**src/rtl/spike_pkg.sv**
```systemverilog
// rtl/spike_pkg.sv - shared types and helpers for the spike interval decoder
package spike_pkg;

  localparam int DEF_CNT_W = 8;

  typedef enum logic {
    IDLE    = 1'b0,
    MEASURE = 1'b1
  } state_t;

  typedef struct packed {
    logic [DEF_CNT_W-1:0] interval;
    logic                 timeout;
  } result_t;

  // Largest value a w-bit counter can hold; the interval counter saturates here.
  function automatic int unsigned sat_of(input int unsigned w);
    if (w >= 32) return 32'hFFFF_FFFF;
    return (32'd1 << w) - 32'd1;
  endfunction

endpackage

```
**src/rtl/spike_sync_edge.sv**
```systemverilog
// rtl/spike_sync_edge.sv - spike_in synchroniser plus registered rising-edge pulse
module spike_sync_edge #(
  parameter int SYNC_STAGES = 2
) (
  input  logic clk,
  input  logic rst_n,
  input  logic spike_in,
  output logic edge_pulse
);

  logic [SYNC_STAGES-1:0] sync_q;
  logic                   sync_d_q;

  // The pulse is registered, so it appears SYNC_STAGES+1 clocks after spike_in rises.
  always_ff @(posedge clk or negedge rst_n) begin
    if (!rst_n) begin
      sync_q     <= '0;
      sync_d_q   <= 1'b0;
      edge_pulse <= 1'b0;
    end else begin
      sync_q     <= {sync_q[SYNC_STAGES-2:0], spike_in};
      sync_d_q   <= sync_q[SYNC_STAGES-1];
      edge_pulse <= sync_q[SYNC_STAGES-1] & ~sync_d_q;
    end
  end

endmodule

```
**src/rtl/spike_interval_decoder.sv**
```systemverilog
// rtl/spike_interval_decoder.sv - measures cycles between spike edges, valid/ready output
module spike_interval_decoder
  import spike_pkg::*;
#(
  parameter int CNT_W       = DEF_CNT_W,
  parameter int SYNC_STAGES = 2
) (
  input  logic             clk,
  input  logic             rst_n,
  input  logic             enable,
  input  logic             spike_in,
  input  logic             clear_overrun,
  input  logic             ready_in,
  output logic             valid_out,
  output logic [CNT_W-1:0] interval_out,
  output logic             timeout_out,
  output logic             overrun_out
);

  localparam logic [CNT_W-1:0] SAT = CNT_W'(sat_of(CNT_W));
  localparam logic [CNT_W-1:0] ONE = CNT_W'(1);

  typedef struct packed {
    logic [CNT_W-1:0] interval;
    logic             timeout;
  } result_w_t;

  logic       edge_pulse;
  state_t     state_q, state_d;
  logic [CNT_W-1:0] cnt_q, cnt_d;
  logic       cap;
  result_w_t  cap_res;
  result_w_t  hold_q;
  logic       valid_q;
  logic       overrun_q;

  spike_sync_edge #(
    .SYNC_STAGES(SYNC_STAGES)
  ) u_sync_edge (
    .clk       (clk),
    .rst_n     (rst_n),
    .spike_in  (spike_in),
    .edge_pulse(edge_pulse)
  );

  always_ff @(posedge clk or negedge rst_n) begin
    if (!rst_n) begin
      state_q <= IDLE;
      cnt_q   <= '0;
    end else begin
      state_q <= state_d;
      cnt_q   <= cnt_d;
    end
  end

  always_comb begin
    state_d = state_q;
    cnt_d   = cnt_q;
    cap     = 1'b0;
    cap_res = '0;
    if (!enable) begin
      state_d = IDLE;
      cnt_d   = '0;
    end else begin
      case (state_q)
        IDLE: begin
          if (edge_pulse) begin
            state_d = MEASURE;
            cnt_d   = ONE;
          end
        end
        MEASURE: begin
          // An edge beats the timeout, so an edge at cnt == SAT is a normal result.
          if (edge_pulse) begin
            cap              = 1'b1;
            cap_res.interval = cnt_q;
            cnt_d            = ONE;
          end else if (cnt_q == SAT) begin
            cap              = 1'b1;
            cap_res.interval = SAT;
            cap_res.timeout  = 1'b1;
            state_d          = IDLE;
            cnt_d            = '0;
          end else begin
            cnt_d = cnt_q + ONE;
          end
        end
        default: begin
          state_d = IDLE;
          cnt_d   = '0;
        end
      endcase
    end
  end

  // Single holding register: a capture while the held result is stalled is dropped.
  always_ff @(posedge clk or negedge rst_n) begin
    if (!rst_n) begin
      hold_q    <= '0;
      valid_q   <= 1'b0;
      overrun_q <= 1'b0;
    end else begin
      if (cap && valid_q && !ready_in) begin
        overrun_q <= 1'b1;
      end else if (clear_overrun) begin
        overrun_q <= 1'b0;
      end
      if (cap && (!valid_q || ready_in)) begin
        hold_q  <= cap_res;
        valid_q <= 1'b1;
      end else if (valid_q && ready_in) begin
        valid_q <= 1'b0;
      end
    end
  end

  assign valid_out    = valid_q;
  assign interval_out = hold_q.interval;
  assign timeout_out  = hold_q.timeout;
  assign overrun_out  = overrun_q;

endmodule
```
**config.mk**
```make
export PLATFORM = sky130hd
export DESIGN_NAME = spike_interval_decoder
export DESIGN_NICKNAME = d
export VERILOG_FILES = /design/src/rtl/spike_pkg.sv /design/src/rtl/spike_sync_edge.sv /design/src/rtl/spike_interval_decoder.sv
export SDC_FILE = /design/constraint.sdc
export NUM_CORES = 1
export LEC_CHECK = 0
export ABC_AREA = 1
export BUFFER_PORTS_ARGS = -buffer_cell sky130_fd_sc_hd__clkbuf_2
export CORE_ASPECT_RATIO = 1.1
export CORE_MARGIN = 2
export CORE_UTILIZATION = 35
export DETAILED_ROUTE_END_ITERATION = 12
export PLACE_DENSITY_LB_ADDON = 0.25
export SKIP_LAST_GASP = 1
export SLEW_MARGIN = 25
export SYNTH_ARGS = -nofsm -noshare
export SYNTH_HDL_FRONTEND = slang
export SYNTH_SLANG_ARGS = --single-unit
```
**constraint.sdc**
```tcl
create_clock -name clk -period 4.1 [get_ports clk]
set_input_delay 0.41 -clock clk [delete_from_list [all_inputs] [get_ports clk]]
set_output_delay 0.41 -clock clk [all_outputs]
set_load 0.01 [all_outputs]
```
==> results.toml <==
[status]
status = "completed"

[cts]
htree_levels = 1
clock_sink_count = 24
clock_path_buffers = 2
hold_buffers = 0
cts-root-buf = "clkbuf_4"
cts_resized = 0
clock_latency_ns = 0.32
numCtsBuffers = 3
cts_setup_buffers = 0
cts_tree = "built"
clk_pin_slew_worst_paths_ns = 0.14

[route]
ant_nets = 0
via_per_inst = 4.637
wl_per_cell_um = 10.70
drcViolationCount = 0
vias = 895
firstDrtPassIters = 4
drt-initial-drc-count = 18
wirelength_um = 2066

[global_route]
gr-usage-met1 = 0.1437
grt_pass1_vias = 875
top_usage_layer = "met2"
antenna_found_initial = 0
grt-ovfl-total = 0
grt_max_degree = 25
met3_usage = 0.02362
grt_first_pass_wirelength_um = 3719
use_met2 = 0.2188
grtUsageTotal = 0.1241

[synth]
synthCells = 140
syn_nets = 147
postSynth.asyncResetShare = 1.000
ys.flop_type = "dfrtp_1"
synth_edf_count = 0
ys_warn_count = 0
ys_ff_latch = 24
avgSynthCellArea_um2 = 8.553
synth.yosys.seq_area_share = 0.5016
syn_area_um2 = 1197
ys_types = 22

[finish]
finalNonFillerCells = 193
fin_nets = 165
fillers = 352
antennaDiodeCount = 0
drive_above_1_share = 0.2293
syn_to_final_growth_pct = 13.06

[critical_path]
cp.arrival_ns = 1.77
path_cells = "ha_1 > nand2_2 > nor2_4 > nand2_4 > nand2_8 > nand3_4 > nand2_1 > o21ai_2"
worstSetupPathType = "reg -> reg"
crit_slowest_cell = "dfrtp_1"
worstPathRequired_ns = 4.32
worstSetupEndpointType = "register"
critPathBufInv = 0
crit_fanout = 11
slowest_delay_ns = 0.45
cpLargestDelayFamily = "simple AND/OR/NAND/NOR gates"
start_kind = "register"

[pwr]
ir_worst_vdd_v = 0.0001398
share_comb_of_total_power = 0.146
p_sw_frac = 0.2552
power_density_nw_per_um2 = 380.0
p_leak_uw = 0.0007352
pwr-share-seq = 0.518
power_switching_uw = 131.3
clkPwrFrac = 0.336
intPower_uw = 383.2

[flow_run]
drv_cap = 0

[timing]
tightestPinTransition_ns = 0.5938
slew_headroom = 0.6041
fin_setup_tns_ns = 0
setup_violations = 0
period_needed_ns = 1.554
hold_viol = 0
fin_crit_sh = 0.3790
finClkSkew_ns = 0.01592
drv_slew = 0
max_freq_mhz = 643.6
rsz0062_at_grt = "no"

[die]
die_x_um = 59.77
initial_core_util = 0.3625
core_area_um2 = 3303
fp.dieH_um = 65.35
ios = 17
die-area_um2 = 3906
rows = 22

[place]
dpl.cell_count = 189
hpwl_um = 1570
place_congestion = 0.7627
port-buffer-count = 16

[min_path]
min_path_type = "in -> async"
-- worst register-to-register path: cells and delay by family, from the launching register on --
family          cells  cell delay (ns)
fa+ha+maj           1             0.22
compound gates      1             0.05
flops               1             0.45
simple gates        6             0.72
-- area by class of cell --
cell class / count / area (um^2) / area share
Sequential cell: 24 / 600.6 / 0.4436
Multi-Input combinational cell: 87 / 478.0 / 0.3530
Inverter: 26 / 97.59 / 0.07209
Timing Repair Buffer: 16 / 80.08 / 0.05915
Tap cell: 36 / 45.04 / 0.03327
Clock inverter: 1 / 30.03 / 0.02218
Clock buffer: 3 / 22.52 / 0.01664
-- registers in the layout (all words and copies together) (netlist names) --
name                    count
u_sync_edge.edge_pulse      1
timeout_out                 1
interval_out                8
u_sync_edge.sync_d_q        1
valid_out                   1
cnt_q                       8
state_q                     1
u_sync_edge.sync_q          2
overrun_out                 1
-- synthesized netlist by cell type, types with 2 or more instances --
cell type / instances / area share
nand3_1: 5 / 0.021
buf_2: 2 / 0.0084
o22ai_1: 2 / 0.010
nand4_1: 8 / 0.042
nor2_4: 2 / 0.019
o21ai_2: 2 / 0.015
inv_1: 25 / 0.078
xor2_1: 3 / 0.022
nor2_1: 16 / 0.050
nand2_2: 8 / 0.042
nand2_1: 33 / 0.10
dfrtp_1: 24 / 0.50
-- metal layers --
layer	vias to the layer above	routed length, um
met1	413	947
li1	463	-
met2	14	1037
met4	0	34
met5	-	0
met3	5	47
-- layout by cell type (no fill, tap or decap), drive strengths merged --
cell type and instances:
o211ai 1, o21ai 2, dfrtp 24, inv 26
nor3b 1, xor2 3, o22ai 2, ha 1
nor2 18, nand2 43, a22o 1, clkbuf 19
nor3 1, nand4 8, nand3 6, bufinv 1
-- power groups by stage --
stage / Sequential, uW / Combinational, uW / Clock (uW)
global route: 270 / 87.1 / 190
floorplan: 278 / 41.0 / 0
detailed placement: 272 / 76.7 / 0
CTS: 267 / 77.1 / 180
global placement: 271 / 76.2 / 0
finish: 267 / 74.9 / 173
-- metrics by stage --
step,utilization,hold WS (ns),worst slack [ns],total power (uW),area [um^2]
6_report,0.4098,0.05519,2.546,514.5,1354
5_1_grt,0.4098,0.09215,2.448,547.1,1354
4_1_cts,0.4098,0.07440,2.557,524.2,1354
3_5_place_dp,0.3939,0.3380,2.605,348.5,1301
3_3_place_gp,0.3939,0.3434,2.630,347.0,1301
2_1_floorplan,-,0.1144,2.733,319.2,1197
-- worst paths after layout --
path	cells past startpoint	startpoint	end	slack, ns
worst max-delay path	8	cnt_q[0]	timeout_out	2.55
worst min-delay path	1	rst_n	interval_out[0]	0.06
worst max register to register	8	cnt_q[0]	timeout_out	2.55
worst min register to register	0	u_sync_edge.sync_q[0]	u_sync_edge.sync_q[1]	0.37
max in group asynchronous	1	rst_n	cnt_q[4]	3.64
min in group clk	1	spike_in	u_sync_edge.sync_q[0]	0.18
-- logic make-up after synthesis --
group,Yosys count,share of synthesized area
adders and majority gates,1,0.01045
AOI/OAI and AO/OA,6,0.03867
DFF,24,0.5016
xor gates and xnor gates,3,0.02195
buffers and inverters,29,0.09927
and+or+nand+nor,77,0.3281
Note: power is estimated with default switching activity, not from simulation.
